**src/rtl/mem_access_stage_if.sv**
```systemverilog
// Data-bus bundle between the MEM stage (master) and the data memory (slave).
// Request fields are combinational from the stage; ack/rdata come back from memory.
interface mem_access_stage_if;
  logic        dbus_req;
  logic        dbus_we;
  logic [31:0] dbus_addr;
  logic [3:0]  dbus_be;
  logic [31:0] dbus_wdata;
  logic        dbus_ack;
  logic [31:0] dbus_rdata;

  modport master (
    output dbus_req, dbus_we, dbus_addr, dbus_be, dbus_wdata,
    input  dbus_ack, dbus_rdata
  );

  modport slave (
    input  dbus_req, dbus_we, dbus_addr, dbus_be, dbus_wdata,
    output dbus_ack, dbus_rdata
  );
endinterface

```
**src/rtl/mem_access_stage.sv**
```systemverilog
// MEM stage plus MEM/WB register: byte-lane bus access with timeout, load
// extension, write-back select, and stall generation while an access is open.
module mem_access_stage #(
  parameter int TIMEOUT = 16
) (
  input  logic                       clk,
  input  logic                       reset_n,
  input  logic [31:0]                MEM_PC,
  input  logic [4:0]                 MEM_rd,
  input  logic [31:0]                MEM_RD2,
  input  logic [2:0]                 MEM_dm_ctrl,
  input  logic                       MEM_RegWrite,
  input  logic                       MEM_mem_w,
  input  logic [31:0]                MEM_aluout,
  input  logic [1:0]                 MEM_WDSel,
  output logic                       mem_stall,
  output logic                       mem_misalign,
  output logic                       mem_bus_err,
  mem_access_stage_if.master         dbus,
  output logic [31:0]                WB_PC,
  output logic [4:0]                 WB_rd,
  output logic                       WB_RegWrite,
  output logic [31:0]                WB_wd
);

  localparam int CW = $clog2(TIMEOUT + 1);

  typedef enum logic [1:0] {
    S_IDLE  = 2'd0,
    S_WAIT  = 2'd1,
    S_ABORT = 2'd2
  } state_e;

  state_e        state_q, state_d;
  logic [CW-1:0] cnt_q, cnt_d;
  logic          misalign_q;
  logic [31:0]   wb_pc_q, wb_wd_q;
  logic [4:0]    wb_rd_q;
  logic          wb_regwrite_q;

  logic          is_access_s;
  logic          misaligned_s;
  logic          req_s;
  logic          bubble_s;
  logic [1:0]    ofs_s;
  logic [7:0]    lane_byte_s;
  logic [15:0]   lane_half_s;
  logic [31:0]   load_data_s;
  logic [31:0]   wd_s;
  logic [3:0]   be_s;
  logic [31:0]   wdata_s;

  assign ofs_s       = MEM_aluout[1:0];
  assign is_access_s = (MEM_WDSel == 2'b01 && MEM_RegWrite) || MEM_mem_w;

  // Alignment check by access size; undefined size codes are treated as word.
  always_comb begin
    misaligned_s = 1'b0;
    case (MEM_dm_ctrl)
      3'b001, 3'b010: misaligned_s = ofs_s[0];
      3'b011, 3'b100: misaligned_s = 1'b0;
      default:        misaligned_s = (ofs_s != 2'b00);
    endcase
  end

  // Reset gating makes the request drop the instant reset_n falls.
  assign req_s     = is_access_s & ~misaligned_s & (state_q != S_ABORT) & reset_n;
  assign mem_stall = req_s & ~dbus.dbus_ack;
  assign bubble_s  = mem_stall | (state_q == S_ABORT) | (is_access_s & misaligned_s);

  // Store byte enables and lane-replicated write data.
  always_comb begin
    be_s    = 4'b1111;
    wdata_s = MEM_RD2;
    if (MEM_mem_w) begin
      case (MEM_dm_ctrl)
        3'b001, 3'b010: begin
          be_s    = ofs_s[1] ? 4'b1100 : 4'b0011;
          wdata_s = {2{MEM_RD2[15:0]}};
        end
        3'b011, 3'b100: begin
          be_s    = 4'b0001 << ofs_s;
          wdata_s = {4{MEM_RD2[7:0]}};
        end
        default: begin
          be_s    = 4'b1111;
          wdata_s = MEM_RD2;
        end
      endcase
    end else begin
      be_s    = 4'b1111;
      wdata_s = MEM_RD2;
    end
  end

  assign dbus.dbus_req   = req_s;
  assign dbus.dbus_we    = MEM_mem_w;
  assign dbus.dbus_addr  = {MEM_aluout[31:2], 2'b00};
  assign dbus.dbus_be    = be_s;
  assign dbus.dbus_wdata = wdata_s;

  // Load lane select and sign/zero extension.
  always_comb begin
    lane_byte_s = 8'h00;
    case (ofs_s)
      2'd0:    lane_byte_s = dbus.dbus_rdata[7:0];
      2'd1:    lane_byte_s = dbus.dbus_rdata[15:8];
      2'd2:    lane_byte_s = dbus.dbus_rdata[23:16];
      2'd3:    lane_byte_s = dbus.dbus_rdata[31:24];
      default: lane_byte_s = 8'h00;
    endcase
    lane_half_s = ofs_s[1] ? dbus.dbus_rdata[31:16] : dbus.dbus_rdata[15:0];
    case (MEM_dm_ctrl)
      3'b001:  load_data_s = {{16{lane_half_s[15]}}, lane_half_s};
      3'b010:  load_data_s = {16'h0000, lane_half_s};
      3'b011:  load_data_s = {{24{lane_byte_s[7]}}, lane_byte_s};
      3'b100:  load_data_s = {24'h000000, lane_byte_s};
      default: load_data_s = dbus.dbus_rdata;
    endcase
  end

  // Write-back source select; code 11 falls back to the ALU result.
  always_comb begin
    wd_s = MEM_aluout;
    case (MEM_WDSel)
      2'b01:   wd_s = load_data_s;
      2'b10:   wd_s = MEM_PC + 32'd4;
      default: wd_s = MEM_aluout;
    endcase
  end

  // Access FSM next state; cnt counts stalled cycles so abort follows exactly TIMEOUT of them.
  always_comb begin
    state_d = state_q;
    cnt_d   = cnt_q;
    case (state_q)
      S_IDLE: begin
        if (req_s && !dbus.dbus_ack) begin
          state_d = S_WAIT;
          cnt_d   = CW'(1);
        end else begin
          state_d = S_IDLE;
          cnt_d   = CW'(0);
        end
      end
      S_WAIT: begin
        if (dbus.dbus_ack) begin
          state_d = S_IDLE;
          cnt_d   = CW'(0);
        end else if (cnt_q == CW'(TIMEOUT - 1)) begin
          state_d = S_ABORT;
          cnt_d   = CW'(0);
        end else begin
          state_d = S_WAIT;
          cnt_d   = cnt_q + CW'(1);
        end
      end
      S_ABORT: begin
        state_d = S_IDLE;
        cnt_d   = CW'(0);
      end
      default: begin
        state_d = S_IDLE;
        cnt_d   = CW'(0);
      end
    endcase
  end

  // FSM state and timeout counter.
  always_ff @(posedge clk or negedge reset_n) begin
    if (!reset_n) begin
      state_q <= S_IDLE;
      cnt_q   <= CW'(0);
    end else begin
      state_q <= state_d;
      cnt_q   <= cnt_d;
    end
  end

  // MEM/WB register; a bubble clears only the write enable.
  always_ff @(posedge clk or negedge reset_n) begin
    if (!reset_n) begin
      wb_pc_q       <= 32'h0000_0000;
      wb_rd_q       <= 5'd0;
      wb_regwrite_q <= 1'b0;
      wb_wd_q       <= 32'h0000_0000;
      misalign_q    <= 1'b0;
    end else begin
      misalign_q <= is_access_s & misaligned_s & (state_q != S_ABORT);
      if (bubble_s) begin
        wb_regwrite_q <= 1'b0;
      end else begin
        wb_pc_q       <= MEM_PC;
        wb_rd_q       <= MEM_rd;
        wb_regwrite_q <= MEM_RegWrite;
        wb_wd_q       <= wd_s;
      end
    end
  end

  assign WB_PC        = wb_pc_q;
  assign WB_rd        = wb_rd_q;
  assign WB_RegWrite  = wb_regwrite_q;
  assign WB_wd        = wb_wd_q;
  assign mem_misalign = misalign_q;
  assign mem_bus_err  = (state_q == S_ABORT);

endmodule

```
**src/flat_wrapper.sv**
```systemverilog
// flat-port wrapper written by rule: the top's interface ports become plain ports
module mem_access_stage_flat 
#(
  parameter int TIMEOUT = 16
)
  (clk, reset_n, MEM_PC, MEM_rd, MEM_RD2, MEM_dm_ctrl, MEM_RegWrite, MEM_mem_w, MEM_aluout, MEM_WDSel, mem_stall, mem_misalign, mem_bus_err, WB_PC, WB_rd, WB_RegWrite, WB_wd, dbus_dbus_req, dbus_dbus_we, dbus_dbus_addr, dbus_dbus_be, dbus_dbus_wdata, dbus_dbus_ack, dbus_dbus_rdata);
  mem_access_stage_if dbus_i ();
  input  logic clk;
  input  logic reset_n;
  input  logic [31:0] MEM_PC;
  input  logic [4:0] MEM_rd;
  input  logic [31:0] MEM_RD2;
  input  logic [2:0] MEM_dm_ctrl;
  input  logic MEM_RegWrite;
  input  logic MEM_mem_w;
  input  logic [31:0] MEM_aluout;
  input  logic [1:0] MEM_WDSel;
  output logic mem_stall;
  output logic mem_misalign;
  output logic mem_bus_err;
  output logic [31:0] WB_PC;
  output logic [4:0] WB_rd;
  output logic WB_RegWrite;
  output logic [31:0] WB_wd;
  output wire logic [$bits(dbus_i.dbus_req)-1:0] dbus_dbus_req;
  output wire logic [$bits(dbus_i.dbus_we)-1:0] dbus_dbus_we;
  output wire logic [$bits(dbus_i.dbus_addr)-1:0] dbus_dbus_addr;
  output wire logic [$bits(dbus_i.dbus_be)-1:0] dbus_dbus_be;
  output wire logic [$bits(dbus_i.dbus_wdata)-1:0] dbus_dbus_wdata;
  input wire logic [$bits(dbus_i.dbus_ack)-1:0] dbus_dbus_ack;
  input wire logic [$bits(dbus_i.dbus_rdata)-1:0] dbus_dbus_rdata;
  assign dbus_dbus_req = dbus_i.dbus_req;
  assign dbus_dbus_we = dbus_i.dbus_we;
  assign dbus_dbus_addr = dbus_i.dbus_addr;
  assign dbus_dbus_be = dbus_i.dbus_be;
  assign dbus_dbus_wdata = dbus_i.dbus_wdata;
  assign dbus_i.dbus_ack = dbus_dbus_ack;
  assign dbus_i.dbus_rdata = dbus_dbus_rdata;
  mem_access_stage #(.TIMEOUT(TIMEOUT)) u_core (.clk(clk), .reset_n(reset_n), .MEM_PC(MEM_PC), .MEM_rd(MEM_rd), .MEM_RD2(MEM_RD2), .MEM_dm_ctrl(MEM_dm_ctrl), .MEM_RegWrite(MEM_RegWrite), .MEM_mem_w(MEM_mem_w), .MEM_aluout(MEM_aluout), .MEM_WDSel(MEM_WDSel), .mem_stall(mem_stall), .mem_misalign(mem_misalign), .mem_bus_err(mem_bus_err), .dbus(dbus_i), .WB_PC(WB_PC), .WB_rd(WB_rd), .WB_RegWrite(WB_RegWrite), .WB_wd(WB_wd));
endmodule
```
**config.mk**
```make
export PLATFORM = sky130hd
export DESIGN_NAME = mem_access_stage_flat
export DESIGN_NICKNAME = d
export VERILOG_FILES = /design/src/rtl/mem_access_stage_if.sv /design/src/rtl/mem_access_stage.sv /design/src/flat_wrapper.sv
export SDC_FILE = /design/constraint.sdc
export NUM_CORES = 1
export LEC_CHECK = 0
export ABC_AREA = 0
export CORE_ASPECT_RATIO = 0.6
export CORE_MARGIN = 4
export CORE_UTILIZATION = 38
export DETAILED_ROUTE_END_ITERATION = 8
export PLACE_DENSITY = 0.76
export SLEW_MARGIN = 20
export SYNTH_ARGS = -nofsm -noshare
export SYNTH_HDL_FRONTEND = slang
export SYNTH_SLANG_ARGS = --single-unit
```
**constraint.sdc**
```tcl
create_clock -name clk -period 2.07 [get_ports clk]
set_input_delay 0.207 -clock clk [delete_from_list [all_inputs] [get_ports clk]]
set_output_delay 0.207 -clock clk [all_outputs]
set_load 0.02 [all_outputs]
```
# Yosys cells after proc, flatten, opt, wreduce, memory -nomap -nowiden
# Index checks and enable logic that the tools add are counted.
[totals] elab_cells=61 regBits=78
[op_classes] shifts=1 n_eq_ne=13 n_mux=19 reduce_logical=9 add_sub_neg=2 n_bitwise=10
[ops] cell="$pmux W32 S2" n=2
[ops] cell="$pmux W32 S4" n=1
[ops] cell="$add A32 B3 Y32 const B" n=1
[ops] cell="$mux W32" n=1
[ops] cell="$pmux W8 S4" n=1
[ops] cell="$mux W16" n=1
[ops] cell="$mux W5" n=2
[ops] cell="$pmux W5 S2" n=1
[ops] cell="$eq A2 B2 Y1 const B" n=4
[ops] cell="$mux W4" n=2
[ops] cell="$pmux W4 S2" n=1
[ops] cell="$and A1 B1 Y1" n=6
[ops] cell="$eq A2 B1 Y1 const B" n=3
[ops] cell="$eq A3 B2 Y1 const B" n=2
[ops] cell="$add A5 B1 Y5 const B" n=1
[ops] cell="$eq A5 B4 Y1 const B" n=1
[ops] cell="$logic_not A2 Y1" n=2
[ops] cell="$mux W2" n=2
[ops] cell="$pmux W2 S2" n=1
[ops] cell="$reduce_or A2 Y1" n=2
[ops] cell="$shl A1 B2 Y4 const A" n=1
[ops] cell="$eq A3 B1 Y1 const B" n=1
[ops] cell="$eq A3 B3 Y1 const B" n=1
[ops] cell="$mux W1" n=3
[ops] cell="other kinds (8)" n=11

# Logic depth before layout (Yosys ltp)
[logic_depth] word_depth=11 ltp_mapped=10

# Least setup slack after synthesis
# OpenSTA, ideal clock, no wires.
[synth_path] kind="input-to-output" start="input MEM_dm_ctrl[2]" end="output dbus_dbus_wdata[21]" required_ns=1.863 path_stages=7 path_slack_ns=0.020 t_arrival_ns=1.843 path_cell_list="buf_2 or3_1 clkbuf_1 and2_1 nand2_1 buf_2 mux2_2"
[synth_between] elab_chain_len=4 word_cells_on_any_way=8 cone_classes="eq/ne (4); mux (2); reduce/logical (2)"
[synth_lines] element="from (decl)" line="flat_wrapper.sv:13" rtl="input logic [2:0] MEM_dm_ctrl;"
[synth_lines] element="$eq A3 B2 Y1 (tied with other cells)" line="mem_access_stage.sv:76" rtl="case (MEM_dm_ctrl)"
[synth_lines] element="$reduce_or A2 Y1" line="mem_access_stage.sv:76"
[synth_lines] element="$pmux W32 S2 (*)" line="mem_access_stage.sv:76"
[synth_lines] element="$mux W32 (*)" line="mem_access_stage.sv:75" rtl="if (MEM_mem_w) begin"
[synth_lines] element="to (decl)" line="flat_wrapper.sv:29" rtl="output wire logic [$bits(dbus_i.dbus_wdata)-1:0] dbus_dbus_wdata;"
# Mark *: on every way between the ends. The rest lies on a longest branch, timed or not.

# Worst setup path in the final report
[layout_path] start="input MEM_PC[2]" end="register u_core.wb_wd_q[20] (netlist: u_core.WB_wd[20])"
[layout_between] elab_chain_len=2
[layout_lines] element="from (decl)" line="flat_wrapper.sv:10" rtl="input logic [31:0] MEM_PC;"
[layout_lines] element="$add A32 B3 Y32" line="mem_access_stage.sv:127" rtl="2'b10: wd_s = MEM_PC + 32'd4;"
[layout_lines] element="$pmux W32 S2" line="mem_access_stage.sv:125" rtl="case (MEM_WDSel)"
[layout_lines] element="to (signal assigned)" line="mem_access_stage.sv:196" rtl="wb_wd_q <= wd_s;"
[layout_lines] element="to (decl)" line="mem_access_stage.sv:37" rtl="logic [31:0] wb_pc_q, wb_wd_q;"
# No other way between the ends.
# A chain may end at the register's enable or synchronous reset.

==> results.ini <==
[run_status]
outcome = finished with violations
violations_in_the_final_reports = setup timing

[clocking]
cts.htree.levels = 3
tritoncts.num_buffers = 9
clkLatencyLatePin_ns = 0.34
clock_path_buffers = 2
cts_tree = built
root_buffer = sky130_fd_sc_hd__clkbuf_16
clk_pin_slew_ns = 0.06
clock_sink_count = 78

[timing]
final_number_of_setup_violating_endpoints = 3
timing.final.crit_period_ns = 2.09
timing.fmax_mhz = 478
clock_skew_ns = 0.00912
final.hold.worst_slack_ns = 0.224
setup_slack_after_layout_ns = -0.0232
finalCritPeriodShare_pct = 101
unrepaired_setup_endpoints_after_global_routing = true
tightestPinTransition_ns = 0.968
slew_headroom_pct = 35.5
final-max-slew-violation-count = 0
tns_ns = -0.0337
hold_violations = 0

[die]
fp.dieArea_um2 = 17400
fp.dieH_um = 104
effective_utilization_at_floorplan_pct = 39.5
ioPinCount = 286
core_region_um2 = 14700
die_width_um = 168
row_count = 34

[drt]
drc = 0
detail_route.first_pass.iterations = 6
routed_wire_length_per_instance_um = 21.1
detail_route.vias_per_cell = 5.54
number_of_vias_in_the_routed_layout = 6692
drc_marker_count_from_the_first_detailed_route_iteration = 963
final_antenna_net_count = 0
totalWireLength_um = 25400

[synthesis]
asyncSetResetFlopFracSynth_pct = 100
ys_seq_elements = 78
synth_flop_cell = sky130_fd_sc_hd__dfrtp_1
synth_cell_types = 70
synth-edff-count = 0
yosysSeqAreaShare_pct = 33.6
postSynthCellCount = 641
synthesis.area_um2 = 5820
synth.largest_area_cell = sky130_fd_sc_hd__dfrtp_1
yosysWarnings = 0
synth_largest_type_area_fraction_pct = 33.6
syn_area_per_cell_um2 = 9.07
largest_cells_by_area_after_synthesis = sky130_fd_sc_hd__dfrtp_1 (34%), sky130_fd_sc_hd__mux2_2 (10%), sky130_fd_sc_hd__buf_4 (5.4%)

[critical_path]
crit_path_end_kind = flip-flop
launching_element_type_of_the_critical_path = input port
critical_path_arrival_ns = 2.34
crit_type = input port to flip-flop
worst_path_max_fanout = 6
crit_required_ns = 2.31
worst-r2r-cell-count = 6

[pwr]
power_density_nw_per_um2 = 628
max-vdd-ir-drop_mv = 0.395
design_power_total_mw = 6.40
p_leak_nw = 4.43

[grt]
initial_antenna_violation_count = 1
grt.overflow.total = 0
grt_first_pass_wirelength_um = 38700
grt_start_max_net_pins = 75
track_usage_pct = 28.1
first_global_vias = 6703

[min_path]
worstHoldPathType = input port to asynchronous set/reset pin

[layout]
multiInputGateArea_um2 = 3600
drive_gt1_share_pct = 30.9
final_common_cell = sky130_fd_sc_hd__clkdlybuf4s50_1
layout.nets = 1152
layout.cells.most_common_list = sky130_fd_sc_hd__clkdlybuf4s50_1 (242), sky130_fd_sc_hd__buf_4 (141), sky130_fd_sc_hd__dfrtp_1 (78)
fillers = 1141
seq_area_um2 = 1950
layout-area-overhead-vs-synth_pct = 75.3
diodes = 0
post-route-util_pct = 69.3

[place]
dp.final_hpwl_um = 20100
routabilityCongestion = 0.961
pre_cts_slack_ns = -0.636
number_of_buffer_cells_added_on_primary_ports = 283

[flow_run]
maxCapViolations = 0

cell families after synthesis:
kind of cell | after synthesis | share of synthesized area [%]
compound gates | 161 | 20.8
xor+xnor | 18 | 2.71
fa+ha+maj | 4 | 0.861
buf+inv | 98 | 10.2
flops | 78 | 33.6
mux | 65 | 12.6
other cells | 1 | 0.0645
simple gates | 216 | 19.2
state kept, by name, summed over array words and instances, names as in the netlist:
register and cells:
u_core.WB_PC 32, u_core.WB_wd 32, u_core.WB_rd 5, u_core.cnt_q 5, u_core.state_q 2, u_core.WB_RegWrite 1, u_core.mem_misalign 1
routing by layer:
| metal | GRT usage, % | wire (um) | up-vias |
|---|---|---|---|
| met4 | 6.14 | 449 | 2 |
| met1 | 39.8 | 11300 | 3208 |
| met5 | 0 | 13 | - |
| li1 | - | - | 3058 |
| met2 | 41.5 | 11000 | 380 |
| met3 | 9.55 | 2680 | 44 |
timing repair:
item                                    4_1_cts  5_1_grt
pin swaps                                     3       11
setup buffers                                 0        0
hold buffers                                  1        0
cloned                                        3        0
endpoints found under the setup margin       92       81
endpoints found under the hold margin         4        0
resized for setup                           149       50
stage by stage:
stage / cells / instance area, um^2
4_1_cts: 1208 / 10100
5_1_grt: 1208 / 10200
2_1_floorplan: 642 / 5820
3_5_place_dp: 1188 / 9580
3_3_place_gp: 1188 / 9580
6_report: 1208 / 10200
cells in the mapped netlist, types with 3 or more instances:
| cell | instances |
|---|---|
| sky130_fd_sc_hd__buf_6 | 5 |
| sky130_fd_sc_hd__xnor2_1 | 10 |
| sky130_fd_sc_hd__nor3_1 | 11 |
| sky130_fd_sc_hd__nor4_1 | 4 |
| sky130_fd_sc_hd__nand2_1 | 61 |
| sky130_fd_sc_hd__buf_4 | 42 |
| sky130_fd_sc_hd__nand4_1 | 9 |
| sky130_fd_sc_hd__and3_1 | 10 |
| sky130_fd_sc_hd__dfrtp_1 | 78 |
| sky130_fd_sc_hd__clkbuf_1 | 21 |
| sky130_fd_sc_hd__a31oi_1 | 7 |
| sky130_fd_sc_hd__o311a_1 | 4 |
| sky130_fd_sc_hd__and2_1 | 12 |
| sky130_fd_sc_hd__a221oi_1 | 20 |
| sky130_fd_sc_hd__a22oi_1 | 10 |
| sky130_fd_sc_hd__a21oi_1 | 13 |
| sky130_fd_sc_hd__nor2b_1 | 4 |
| sky130_fd_sc_hd__and4_1 | 6 |
| sky130_fd_sc_hd__or3_1 | 4 |
| sky130_fd_sc_hd__o22ai_1 | 3 |
| sky130_fd_sc_hd__nand2b_1 | 21 |
| sky130_fd_sc_hd__nor2_1 | 49 |
| sky130_fd_sc_hd__buf_2 | 14 |
| sky130_fd_sc_hd__nand3_1 | 12 |
| sky130_fd_sc_hd__o21a_1 | 3 |
| sky130_fd_sc_hd__a221o_1 | 9 |
| sky130_fd_sc_hd__mux2i_1 | 10 |
| sky130_fd_sc_hd__o31ai_1 | 31 |
| sky130_fd_sc_hd__a21o_1 | 18 |
| sky130_fd_sc_hd__mux2_2 | 54 |
| sky130_fd_sc_hd__xor2_1 | 8 |
| sky130_fd_sc_hd__o21ai_0 | 21 |
| sky130_fd_sc_hd__inv_1 | 12 |
| sky130_fd_sc_hd__ha_1 | 4 |
power breakdown:
part | switching [mW] | total, mW | leakage [nW] | internal, mW
sequential | 0.123 | 1.88 | 0.945 | 1.76
combinational | 1.36 | 2.76 | 3.33 | 1.40
clock | 0.697 | 1.77 | 0.154 | 1.07
final cells by class:
| class | instances | share of cell area (%) |
|---|---|---|
| Tap cell | 198 | 2.43 |
| Clock buffer | 10 | 2.25 |
| Timing Repair Buffer | 438 | 39.5 |
| Sequential cell | 78 | 19.1 |
| Clock inverter | 6 | 0.920 |
| Multi-Input combinational cell | 466 | 35.3 |
| Inverter | 12 | 0.442 |
critical path: stages:
cell	delay [ns]
sky130_fd_sc_hd__clkdlybuf4s50_1	0.50
sky130_fd_sc_hd__ha_2	0.19
sky130_fd_sc_hd__nand4_1	0.21
sky130_fd_sc_hd__buf_6	0.23
sky130_fd_sc_hd__nor2_1	0.24
sky130_fd_sc_hd__and4_1	0.30
sky130_fd_sc_hd__a221oi_4	0.09
sky130_fd_sc_hd__buf_4	0.15
sky130_fd_sc_hd__o31ai_1	0.23
path summary, 6_finish.rpt:
| check | endpoint | slack [ns] | startpoint |
|---|---|---|---|
| worst max-delay path | u_core.WB_wd[20] | -0.02 | MEM_PC[2] |
| worst min-delay path | u_core.cnt_q[2] | 0.22 | reset_n |
| worst max register to register | u_core.WB_wd[31] | 0.24 | u_core.state_q[0] |
| worst min register to register | u_core.state_q[1] | 0.46 | u_core.cnt_q[4] |
| max in group asynchronous | u_core.WB_wd[1] | 0.68 | reset_n |
| min in group clk | u_core.WB_PC[3] | 0.33 | MEM_PC[3] |
No activity file was read; power rests on OpenSTA's default activity.
